**src/rtl/i2s_pkg.sv**
```systemverilog
// Constants shared by the I2S receiver, transmitter and sample FIFO.
package i2s_pkg;
   localparam int SAMPLE_W = 16;
   localparam int FRAME_BITS = 64;
   localparam int POSN_W = $clog2(FRAME_BITS);
   localparam logic [POSN_W-1:0] FRAME_START = '0;
   localparam int STEREO_W = 2 * SAMPLE_W;
endpackage

```
**src/rtl/i2s_frame_strobe.sv**
```systemverilog
// Detects sck rising edges in the ck domain and pulses strobe for one ck cycle
// when that edge lands on the first bit of a frame.
module i2s_frame_strobe
   import i2s_pkg::*;
(
   input  logic              ck,
   input  logic              rst_n,
   input  logic              sck,
   input  logic [POSN_W-1:0] frame_posn,
   output logic              strobe
);

   logic sck_q, sck_d;

   always_comb sck_d = sck;

   // History resets low so a rising edge right after reset release is seen.
   always_ff @(posedge ck or negedge rst_n) begin
      if (!rst_n) sck_q <= 1'b0;
      else        sck_q <= sck_d;
   end

   assign strobe = sck & ~sck_q & (frame_posn == FRAME_START);

endmodule

```
**src/rtl/i2s_fifo.sv**
```systemverilog
// Stereo sample FIFO between the I2S receiver and a ready/valid consumer.
// Define I2S_FIFO_DROP_CNT_EN to build the saturating dropped-sample counter.
module i2s_fifo
   import i2s_pkg::*;
#(
   parameter int DEPTH = 16,
   parameter int WIDTH = SAMPLE_W
) (
   input  logic                       ck,
   input  logic                       rst_n,
   input  logic                       sck,
   input  logic [POSN_W-1:0]          frame_posn,
   input  logic [WIDTH-1:0]           left,
   input  logic [WIDTH-1:0]           right,
   output logic [2*WIDTH-1:0]         out_data,
   output logic                       out_valid,
   input  logic                       out_ready,
   output logic [$clog2(DEPTH):0]     level,
   output logic                       overflow,
   input  logic                       clr_ovf,
   output logic [15:0]                drop_count
);

   localparam int PW = $clog2(DEPTH);
   localparam int LW = PW + 1;
   localparam logic [LW-1:0] FULL_LVL = LW'(DEPTH);

   logic [2*WIDTH-1:0] mem_q [DEPTH];
   logic [PW-1:0]      wr_ptr_q, wr_ptr_d, rd_ptr_q, rd_ptr_d;
   logic [LW-1:0]      level_q, level_d;
   logic               ovf_q, ovf_d;
   logic               strobe, empty, full, pop, push, drop;

   i2s_frame_strobe u_strobe (
      .ck         (ck),
      .rst_n      (rst_n),
      .sck        (sck),
      .frame_posn (frame_posn),
      .strobe     (strobe)
   );

   always_comb begin
      empty    = (level_q == '0);
      full     = (level_q == FULL_LVL);
      pop      = !empty && out_ready;
      // A pop on the same edge frees the slot, so a full FIFO still accepts.
      push     = strobe && (!full || pop);
      drop     = strobe && full && !pop;
      wr_ptr_d = wr_ptr_q + PW'(push);
      rd_ptr_d = rd_ptr_q + PW'(pop);
      level_d  = level_q;
      if (push && !pop)      level_d = level_q + 1'b1;
      else if (pop && !push) level_d = level_q - 1'b1;
      ovf_d = ovf_q;
      if (clr_ovf) ovf_d = 1'b0;
      if (drop)    ovf_d = 1'b1;
   end

   always_ff @(posedge ck or negedge rst_n) begin
      if (!rst_n) begin
         wr_ptr_q <= '0;
         rd_ptr_q <= '0;
         level_q  <= '0;
         ovf_q    <= 1'b0;
      end else begin
         wr_ptr_q <= wr_ptr_d;
         rd_ptr_q <= rd_ptr_d;
         level_q  <= level_d;
         ovf_q    <= ovf_d;
      end
   end

   // Storage is not reset; validity is tracked entirely by level.
   always_ff @(posedge ck) begin
      if (push) mem_q[wr_ptr_q] <= {left, right};
   end

   assign out_valid = !empty;
   assign out_data  = empty ? '0 : mem_q[rd_ptr_q];
   assign level     = level_q;
   assign overflow  = ovf_q;

`ifdef I2S_FIFO_DROP_CNT_EN
   logic [15:0] drop_cnt_q, drop_cnt_d;

   always_comb begin
      drop_cnt_d = drop_cnt_q;
      if (clr_ovf) drop_cnt_d = '0;
      if (drop) begin
         if (clr_ovf)                     drop_cnt_d = 16'd1;
         else if (drop_cnt_q != 16'hFFFF) drop_cnt_d = drop_cnt_q + 16'd1;
      end
   end

   always_ff @(posedge ck or negedge rst_n) begin
      if (!rst_n) drop_cnt_q <= '0;
      else        drop_cnt_q <= drop_cnt_d;
   end

   assign drop_count = drop_cnt_q;
`else
   assign drop_count = '0;
`endif

endmodule

```
**config.mk**
```make
export PLATFORM = sky130hd
export DESIGN_NAME = i2s_fifo
export DESIGN_NICKNAME = d
export VERILOG_FILES = /design/src/rtl/i2s_pkg.sv /design/src/rtl/i2s_frame_strobe.sv /design/src/rtl/i2s_fifo.sv
export SDC_FILE = /design/constraint.sdc
export NUM_CORES = 1
export LEC_CHECK = 0
export CAP_MARGIN = 30
export CORE_ASPECT_RATIO = 0.75
export CORE_UTILIZATION = 45
export DETAILED_ROUTE_END_ITERATION = 8
export PLACE_DENSITY = 0.77
export REMOVE_ABC_BUFFERS = 1
export SLEW_MARGIN = 5
export SYNTH_ARGS = -nofsm -noshare
export SYNTH_HDL_FRONTEND = slang
export SYNTH_SLANG_ARGS = --single-unit
```
**constraint.sdc**
```tcl
create_clock -name ck -period 3.75 [get_ports ck]
set_input_delay 0.5625 -clock ck [delete_from_list [all_inputs] [get_ports ck]]
set_output_delay 0.5625 -clock ck [all_outputs]
set_load 0.02 [all_outputs]
```
==> results of run 1 <==
where the power goes:
group          switching [W]  internal, W  total (W)
registers           0.000167      0.00652    0.00669
logic                0.00309      0.00263    0.00572
clock network        0.00208      0.00270    0.00479
flip-flops by register name, summed over array words and instances, names as in the netlist:
signal,count
rd_ptr_q,4
level,5
overflow,1
mem_q,512
u_strobe.sck_q,1
wr_ptr_q,4
worst min path at each step:
stage / from / to / slack (ns) / depth (start not counted)
6_report: rst_n / u_strobe.sck_q / 0.46 / 1
5_1_grt: sck / u_strobe.sck_q / 0.47 / 1
4_1_cts: sck / u_strobe.sck_q / 0.44 / 1
3_5_place_dp: overflow / overflow / 0.55 / 2
3_3_place_gp: overflow / overflow / 0.53 / 2
2_1_floorplan: rst_n / level[0] / 0.27 / 0
cell type report:
| class | count | area (µm²) |
|---|---|---|
| timing repair buffer | 143 | 1550 |
| sequential | 527 | 15800 |
| tap | 586 | 733 |
| multi-input combinational | 448 | 4520 |
| inverter | 8 | 30.0 |
| fill | 3391 | 20600 |
| antenna | 2 | 5.00 |
| clock inverter | 28 | 243 |
| clock buffer | 58 | 1280 |
layer usage:
layer  part of all wire (%)  up-vias
li1                       -     4482
met1                     42     5375
met2                     49      391
met3                    7.1       58
met4                    1.7        0
met5                      0        -
kinds of logic (layout without fill, tap and decap cells):
logic type,after synthesis,in the layout
AO/OA/AOI/OAI,139,139
XOR/XNOR,7,7
adder cells (fa/ha/maj),9,9
buffers and inverters,80,237
flip-flops,527,527
multiplexers,194,194
other,1,18
AND/OR/NAND/NOR,82,83
worst max-delay path, cell delays in order, from the launching register on:
cell,delay (ns)
dfrtp_4,0.60
buf_12,0.18
and2_1,0.14
buf_4,0.26
a22oi_1,0.24
nand2_1,0.09
o21ai_0,0.31
clkdlybuf4s50_1,0.67
cells in the mapped netlist, types with 3 or more instances:
cell type and n:
buf_4 16, edfxtp_1 512, nor3_1 3, clkbuf_1 36, xor2_1 4, xnor2_1 3, mux4_2 64, nand3_1 7
ha_1 8, nand2_1 40, nor2b_1 4, inv_1 8, nor2_1 14, dfrtp_1 15, buf_2 19, nand2b_1 4
nand3b_1 3, a21oi_1 3, o2111ai_1 4, o21ai_0 27, a22oi_1 93, o21ai_1 6, mux2i_1 129
per-stage QoR:
| step | utilization (%) | setup slack [ns] | cell area [µm²] |
|---|---|---|---|
| 6_report | 53.9 | 0.105 | 24100 |
| 5_1_grt | 53.9 | 0.0300 | 24100 |
| 4_1_cts | 53.5 | 0.00600 | 24000 |
| 3_5_place_dp | 50.1 | 0.249 | 22400 |
| 3_3_place_gp | 50.0 | 0.361 | 22400 |
| 2_1_floorplan | - | -2.73 | 20100 |
timing repair:
item | CTS | global route
resized for setup | 4 | 0
cloned | 1 | 0
setup buffers | 1 | 17
endpoints found under the setup margin | 10 | 12
hold buffers | 0 | 0
pin swaps | 1 | 1
endpoints found under the hold margin | 0 | 0
==> qor.yml, run 1 <==
status:
  status: "finished, final reports clean"
floorplanning:
  io_pins: 98
  die_w_um: 248
  num_rows: 67
  dieArea_um2: 46300
  core_um2: 44800
  start_util_pct: 45.7
  die_h_um: 187
global_routing:
  grt_overflow: 0
  grt_pass1_vias: 10400
  grt_max_degree: 51
  use_met1_pct: 27.1
  met3_usage_pct: 3.28
  grt_busiest_layer: "met2"
  grt_use_total_pct: 19.1
  grt_pass1_wl_um: 65400
  globalRouteMet2Util_pct: 30.8
  antenna_found_initial: 2
timing:
  whs_ns: 0.462
  rsz0062_at_grt: "no"
  finalCritPeriodShare_pct: 97.2
  maxSlewViolCount: 0
  slew-limit-headroom_pct: 46.6
  tns_ns: 0
  skew_ns: 0.0231
  fmax_ghz: 0.274
  min_period_ns: 3.64
  tightestPinTransition_ns: 0.799
  finalHoldViolCount: 0
  setup_viol: 0
critical_path:
  timing.rr.end: "level[4]"
  end_kind: "primary output"
  cp.required_ns: 3.19
  critPathKind: "reg -> out"
  worst_r2r_path_depth: 9
  worstPathMaxFanout: 23
  rr_startpoint: "u_strobe.sck_q"
  rrSetupSlack_ns: 0.87
  critPathLaunchType: "register"
  worstPathArrival_ns: 3.08
  cp-endpoint: "out_data[1]"
  startpoint: "rd_ptr_q[0]"
synthesis:
  synth_compound_area_share_pct: 4.76
  synth-edff-count: 512
  synth.area.top_cells: "edfxtp_1, mux4_2, mux2i_1"
  ys_seq_elements: 527
  synth_ff_type: "edfxtp_1"
  postSynthAreaPerCell_um2: 19.7
  synth_top_family_by_area: "multiplexers"
  synthAdderAreaFrac_pct: 0.588
  synthMuxAreaShare_pct: 13.4
  synth_xor_area_share_pct: 0.300
  synth_warnings: 0
  seq_area_frac_synth_pct: 77.1
  synth_top_area_share_pct: 75.2
  yosysTopAreaCell: "edfxtp_1"
  synth_cell_types: 40
  synthSimpleGateAreaFrac_pct: 1.97
  synthCells: 1039
  synth_area_um2: 20400
  synthArstFlopShare_pct: 2.85
finish:
  fin_nets: 1228
  final_common_cell: "edfxtp_1"
  area_growth_pct: 18.1
  stdcell_count: 1800
  mostFrequentLayoutCells: "edfxtp_1, mux2i_1, a22oi_1"
  drive_gt1_share_pct: 18.3
cts:
  cts_tree: "done"
  cts_buffer_depth: 3
  cts_buffers: 48
  htree_num_levels: 2
  cts.sinks: 527
  clk_latency_ns: 0.58
  clock-root-buffer: "clkbuf_16"
  clkTransAtPathRegs_ns: 0.06
drt:
  wl_per_cell_um: 24.1
  ant_nets: 0
  vias: 10300
  wirelength_um: 43300
  drt_first_iter_violations: 1003
  drtPass1Iterations: 7
  drcViolationCount: 0
  post_drt_via_cell_ratio: 5.73
power:
  max-vdd-ir-drop_mv: 0.468
  power_density_nw_per_um2: 713
  p_total_w: 0.0172
  p_leak_nw: 8.04
placement:
  dp_hpwl_um: 23800
  dp.cells: 1692
  gp_congestion: 0.741
  numPortBuffers: 81
worst_hold_path:
  hold_path_class: "in -> async"
flow_run:
  drv_cap: 0
(Power assumes the default switching activity.)
==> run 2: changes to the inputs <==
--- a/config.mk
+++ b/config.mk
@@ -8,6 +8,7 @@
 export CAP_MARGIN = 30
 export CORE_ASPECT_RATIO = 0.75
 export CORE_UTILIZATION = 45
+export CTS_CLUSTER_DIAMETER = 30
 export DETAILED_ROUTE_END_ITERATION = 8
 export PLACE_DENSITY = 0.77
 export REMOVE_ABC_BUFFERS = 1
==> run 2 against run 1 <==
  * Utilization grew 2.3 points
  * Non-clock buffer count shrank 2
  * Setup slack improved by 0.0061 ns
  * Clock power is 47% higher
  * Cell count increased by 2.8%
  * Critical path type unchanged
  * Largest cell class unchanged
  * Combinational power hardly changed
  * Critical path depth is the same
  * Fmax grew 0.17%
  * Hold slack worse by 0.029 ns
  * Routed wire length rose by 2.8%
  * Sequential share of layout area is 2.6 points lower
  * Highest routed layer unchanged
  * Clock skew up 0.0084 ns
  * Largest power group is now clock
==> qor.yml, run 2 (synthesized netlist as in run 1, its figures left out) <==
critical_path:
  slowest_stage: "clkdlybuf4s50_1"
  worstPathArrival_ns: 3.08
  cp.required_ns: 3.19
  critPathLaunchType: "register"
  timing.rr.end: "level[4]"
  rr_startpoint: "u_strobe.sck_q"
  worst_r2r_path_depth: 9
  critPathKind: "reg -> out"
  worstPathMaxFanout: 23
  rrSetupSlack_ns: 0.87
  max_stage_delay_ns: 0.68
  crit_buf_inv: 3
  end_kind: "primary output"
  crit_chain: "buf_12, and2_1, buf_4, a22oi_1, nand2_1, o21ai_0, clkdlybuf4s50_1"
  path_delay_family: "buffers and inverters"
timing:
  tightestPinTransition_ns: 0.780
  finalHoldViolCount: 0
  rsz0062_at_grt: "no"
  maxSlewViolCount: 0
  whs_ns: 0.433
  min_period_ns: 3.64
  finalCritPeriodShare_pct: 97.0
  setup_viol: 0
  slew-limit-headroom_pct: 47.8
  skew_ns: 0.0315
  fmax_ghz: 0.275
flow_run:
  drv_cap: 0
placement:
  gp_congestion: 0.741
  dp.cells: 1692
  numPortBuffers: 81
  dp_hpwl_um: 23800
  place_area_um2: 22400
global_routing:
  grt_overflow: 0
  antenna_found_initial: 3
  grt_max_degree: 51
  grt_use_total_pct: 19.7
  grt_pass1_wl_um: 66800
  grt_pass1_vias: 10700
finish:
  fin_nets: 1252
  final_common_cell: "edfxtp_1"
  final_area_um2: 25100
  largest_register_ff_count: 512
  regArea_um2: 15800
  area_growth_pct: 23.0
  post-route-util_pct: 56.2
  largest_register: "mem_q"
  fillers: 3263
  drive_gt1_share_pct: 22.1
  multiInputGateArea_um2: 4520
  mostFrequentLayoutCells: "edfxtp_1, mux2i_1, a22oi_1"
  stdcell_count: 1850
floorplanning:
  dieArea_um2: 46300
  die_h_um: 187
  die_w_um: 248
  start_util_pct: 45.7
  io_pins: 98
  core_um2: 44800
  num_rows: 67
cts:
  cts_buffers: 74
  cts_tree: "done"
  clock-root-buffer: "clkbuf_16"
  clkTransAtPathRegs_ns: 0.05
  clk_latency_ns: 0.61
  htree_num_levels: 3
  cts_buffer_depth: 3
  cts.sinks: 527
  hold_buffers: 0
power:
  p_comb_share_pct: 29.5
  switching_share_pct: 30.9
  max-vdd-ir-drop_mv: 0.529
  p_sw_w: 0.00602
  p_total_w: 0.0194
  p_leak_nw: 8.52
  clkPwrFrac_pct: 36.1
  power.internal_w: 0.0134
  pwr-share-seq_pct: 34.5
  power_density_nw_per_um2: 773
drt:
  wirelength_um: 44500
  drt_first_iter_violations: 1157
  vias: 10500
  ant_nets: 0
  wl_per_cell_um: 24.1
  drtPass1Iterations: 5
  post_drt_via_cell_ratio: 5.68
  drcViolationCount: 0
worst_hold_path:
  hold_path_class: "in -> async"
status:
  status: "finished, final reports clean"
[run 2: changes by cell type in the layout (fill, tap and decap cells not counted), sizes merged]
| cell | delta |
|---|---|
| clkbuf | +26 |
| inv | +20 |
| clkinvlp | +4 |
| buf | -2 |
| bufinv | +2 |
| clkinv | -1 |
| diode | +1 |
[run 2: how the worst max path moves through the flow]
stage,startpoint,end,depth (start not counted)
after floorplan,rd_ptr_q[3],out_data[0],4
final,rd_ptr_q[0],out_data[14],7
after global placement,frame_posn[3],level[4],10
after global routing,rd_ptr_q[0],out_data[9],5
after CTS,rd_ptr_q[1],out_data[31],6
after detailed placement,frame_posn[3],level[4],10
[run 2: per-layer routing]
layer | track usage (%) | up-vias | wire length [µm]
met3 | 4.26 | 68 | 3120
met2 | 31.7 | 415 | 22300
li1 | - | 4564 | -
met4 | 6.18 | 0 | 759
met5 | 0 | - | 0
met1 | 26.8 | 5452 | 18400
[run 2: final cells by class]
cell class / count / area share [%]
clock buffer: 84 / 7.77
multi-input combinational: 448 / 18.0
tap: 586 / 2.92
timing repair buffer: 141 / 6.11
sequential: 527 / 62.7
inverter: 8 / 0.119
antenna: 3 / 0.0299
clock inverter: 53 / 2.36
[run 2: power groups by stage]
stage / logic (W) / registers, W / clock network, W
2_1_floorplan: 0.00307 / 0.00723 / 0
3_3_place_gp: 0.00534 / 0.00687 / 0
3_5_place_dp: 0.00544 / 0.00688 / 0
4_1_cts: 0.00557 / 0.00675 / 0.00711
5_1_grt: 0.00610 / 0.00670 / 0.00736
6_report: 0.00573 / 0.00670 / 0.00702
[run 2: timing repair]
item / 4_1_cts / 5_1_grt
resized for setup: 3 / 1
gates cloned: 1 / 0
buffers inserted: 1 / 15
endpoints found under the hold margin: 0 / 0
pin swaps: 1 / 1
setup endpoints to repair: 13 / 16
[run 2: worst register-to-register path, cell delays in order (launching register included)]
cell and delay (ns):
dfrtp_1 0.35, or4b_1 0.59, a211oi_4 0.30, ha_1 0.32, inv_1 0.12, ha_1 0.33
nor2b_1 0.16, o21a_1 0.20, o2111ai_1 0.20, o311ai_0 0.16
[run 2: stage by stage]
stage,setup WS (ns),setup TNS (ns)
after global placement,0.361,0
after floorplan,-2.73,-135.89
final,0.111,0
after CTS,-0.0577,-0.262
after detailed placement,0.249,0
after global routing,0.00730,0
==> RTL edit 1 (config.mk and constraints of run 2) <==
Change the parameter `DEPTH` from 16 to 32.
--- a/src/rtl/i2s_fifo.sv
+++ b/src/rtl/i2s_fifo.sv
@@ -4,5 +4,5 @@
    import i2s_pkg::*;
 #(
-   parameter int DEPTH = 16,
+   parameter int DEPTH = 32,
    parameter int WIDTH = SAMPLE_W
 ) (
Ports: changed (resized level); port bits go from 98 to 99. The function was not compared with the original's and may differ.
==> RTL edit 1 against run 2 <==
The run now ends with setup timing left. Cell area is 92% higher. Hold slack lost 0.089 ns. Routed wire length increased by 140%. Sequential power up 96%. Sequential cell count grew 515. Power increased by 83%. Register-to-register slack got worse by 0.70 ns. Setup slack got worse by 0.18 ns. Clock skew fell by 0.015 ns. Synthesized area up 98%. Critical path type unchanged. Critical endpoint is now out_data[1].
==> RTL edit 1: results (changes against run 2) <==
yosysSeqAreaShare: 0.7700  # about the same
port_buffers: 82  # +1.2%
reg2reg_to: "level[5]"
wl_per_cell_um: 28.72  # +19%
setup_viol: 1  # +1
p_switching_mw: 11.54  # +92%
finalClockSkew_ns: 0.01686  # -0.01469 ns
leakage_nw: 16.50  # +94%
drtIter0Drc: 3283  # +180%
cts_buffers: 120  # +62%
synth-edff-count: 1024  # +100%
layout_setup_ws_ns: -0.06604  # -0.1775 ns
synth-xor-area-share: 0.001945  # -0.001054
cp_slowest_cell: "or4_4"
grt_first_pass_wirelength_um: 149400  # +120%
powerDensity_nw_per_um2: 736.8  # -4.7%
netlist_top_cells_count: "edfxtp_1, mux2i_1, a22oi_1"
antenna_found_initial: 5  # +2
drive_gt1_frac: 0.1924  # -0.02885
cp_top_family: "simple AND/OR/NAND/NOR gates"
reg2reg_depth: 11  # +2
final_nets: 2421  # +93%
dpl_cell_area_um2: 43640  # +95%
setup.worst_path.start: "level[0]"
tightest_slew_ns: 1.082  # +0.3015 ns
clk_latency_ns: 0.70  # +0.09 ns
yosys-top-cells-area: "edfxtp_1, mux2i_1, a22oi_1, mux4_2, dfrtp_1"
track_usage: 0.2287  # +0.03192
placed_cells: 3410  # +100%
ys_async_sr_fraction: 0.01727  # -0.01119
r2r_slack_ns: 0.17  # -0.70 ns
failed_checks: "setup timing"
vdd_drop_max_v: 0.0008225  # +55%
final.fill_count: 6529  # +100%
synthAdderAreaFrac: 0.003582  # -0.002295
hpwl_um: 55380  # +130%
grt_max_degree: 74  # +45%
status: "complete, but fails checks"
==> RTL edit 1: cell count changes after synthesis, sizes merged, moves of 23 or more <==
cell and delta:
buf +47, nand3 +83, a22oi +117, o21ai -29
o211ai +40, nand4 +32, nor2 +23, mux2i +288
clkbuf +26, nand2 -33, edfxtp +512
==> RTL edit 1: repair_timing <==
action	CTS	global route
setup buffers	12	1
resized for setup	52	29
endpoints found under the setup margin	32	21
endpoints found under the hold margin	0	0
pin swaps	4	7
cloned	3	1
==> RTL edit 1: area by class of cell <==
class | instances | area share
multi-input combinational | 967 | 0.1862
sequential | 1042 | 0.6453
clock buffer | 133 | 0.06354
timing repair buffer | 226 | 0.05006
inverter | 10 | 0.0007762
tap | 1200 | 0.03105
clock inverter | 96 | 0.02303
==> RTL edit 1: metal layers <==
metal	part of all wire	GRT usage	vias up
met2	0.46	0.3544	1601
met1	0.38	0.3115	11355
li1	-	-	9241
met4	0.029	0.07797	8
met5	0.00057	0	-
met3	0.13	0.06646	230
==> RTL edit 2 (flow settings as in run 2) <==
Without the edit above. Register the output `overflow` once more, with the module's reset; this adds one clock of latency there. The other outputs are not delayed to match.
--- a/src/rtl/i2s_fifo.sv
+++ b/src/rtl/i2s_fifo.sv
@@ -79,5 +79,11 @@
    assign out_data  = empty ? '0 : mem_q[rd_ptr_q];
    assign level     = level_q;
-   assign overflow  = ovf_q;
+   always_ff @(posedge ck or negedge rst_n) begin
+      if (!rst_n) begin
+         overflow <= '0;
+      end else begin
+         overflow <= ovf_q;
+      end
+   end
 
 `ifdef I2S_FIFO_DROP_CNT_EN
Formal check against the unedited RTL: no difference found for any inputs over 4 cycles, from zero or initial values and one cycle with rst_n low; that may be too few to reach the edited logic, so the function may still have changed.
==> RTL edit 2 against run 2 <==
Maximum frequency grew 0.37%. Cell area fell by 0.36%. Power down 1.1%. Setup slack better by 0.013 ns. Routed wire length up 1.2%. Core utilization is 0.20 points lower. Synthesized area rose by 0.12%. Sequential cell count rose by 1. Sequential share of layout area grew 0.33 points.
==> RTL edit 2: results (changes against run 2) <==
placed_cells: 1691  # -0.059%
status: "completed"
syn_area_per_cell_um2: 19.68  # about the same
cp_max_fo: 26  # +13%
critPathMaxStageDelay_ns: 0.60  # -0.08 ns
gp_congestion: 0.7683  # +3.7%
grt_first_pass_wirelength_um: 66760  # -0.13%
drive_gt1_frac: 0.2181  # -0.003202
met1_length_um: 18600  # +1.1%
final_nets: 1243  # -0.72%
antenna_found_initial: 2  # -1
nNonClkBuffers: 130  # -7.8%
crit_arrival_ns: 3.06  # -0.02 ns
wl_per_cell_um: 24.49  # +1.7%
wl_met2_um: 22000  # -1.2%
grt_max_degree: 61  # +20%
ys_async_sr_fraction: 0.03030  # +0.001840
nonClkBufAreaFrac: 0.05824  # -0.002874
seq-power_mw: 6.72  # about the same
area_delta_synth_final_pct: 22.40
grtUsageMet1: 0.2760  # +0.007867
pre_cts_ws_ns: 0.1983  # -0.05119 ns
clock_cell_area_share: 0.1002  # -0.001129
cts_buffers: 75  # +1.4%
final_cells: 1840  # -0.54%
multi_input_area_share: 0.1806  # +0.0007057
comb_cell_power_mw: 5.57  # -3%
netlist_area_um2: 20460  # +0.12%
track_usage: 0.1970  # about the same
seqCellArea_um2: 15790  # +0.16%
netSwitchingFraction: 0.3136  # +0.004066
ys_seq_elements: 528  # +0.19%
gr-usage-met2: 0.3076  # -0.009214
cp_slowest_cell: "dfrtp_4"
hold_class: "reg -> reg"
## RTL edit 2: repair_timing
action,4_1_cts,5_1_grt
hold buffers,0,0
setup buffers,7,0
gates resized for setup,3,0
setup endpoints to repair,28,0
## RTL edit 2: path summary, 6_finish.rpt
| check | start | endpoint | slack (ns) | cells past startpoint |
|---|---|---|---|---|
| setup / recovery | rd_ptr_q[1] | out_data[31] | 0.12 | 6 |
| hold / removal | ovf_q | overflow | 0.40 | 0 |
| setup reg to reg | u_strobe.sck_q | level[4] | 0.80 | 9 |
| hold reg to reg | ovf_q | overflow | 0.40 | 0 |
| max in group asynchronous | rst_n | rd_ptr_q[0] | 2.75 | 1 |
| min in group asynchronous | rst_n | u_strobe.sck_q | 0.43 | 1 |
## RTL edit 2: cells by family after synthesis
group	synth area share
compound gates	0.04757
xor+xnor	0.002996
fa+ha+maj	0.005870
buf+inv	0.01877
flops	0.7709
mux	0.1341
other cells	0.0001833
simple gates	0.01963
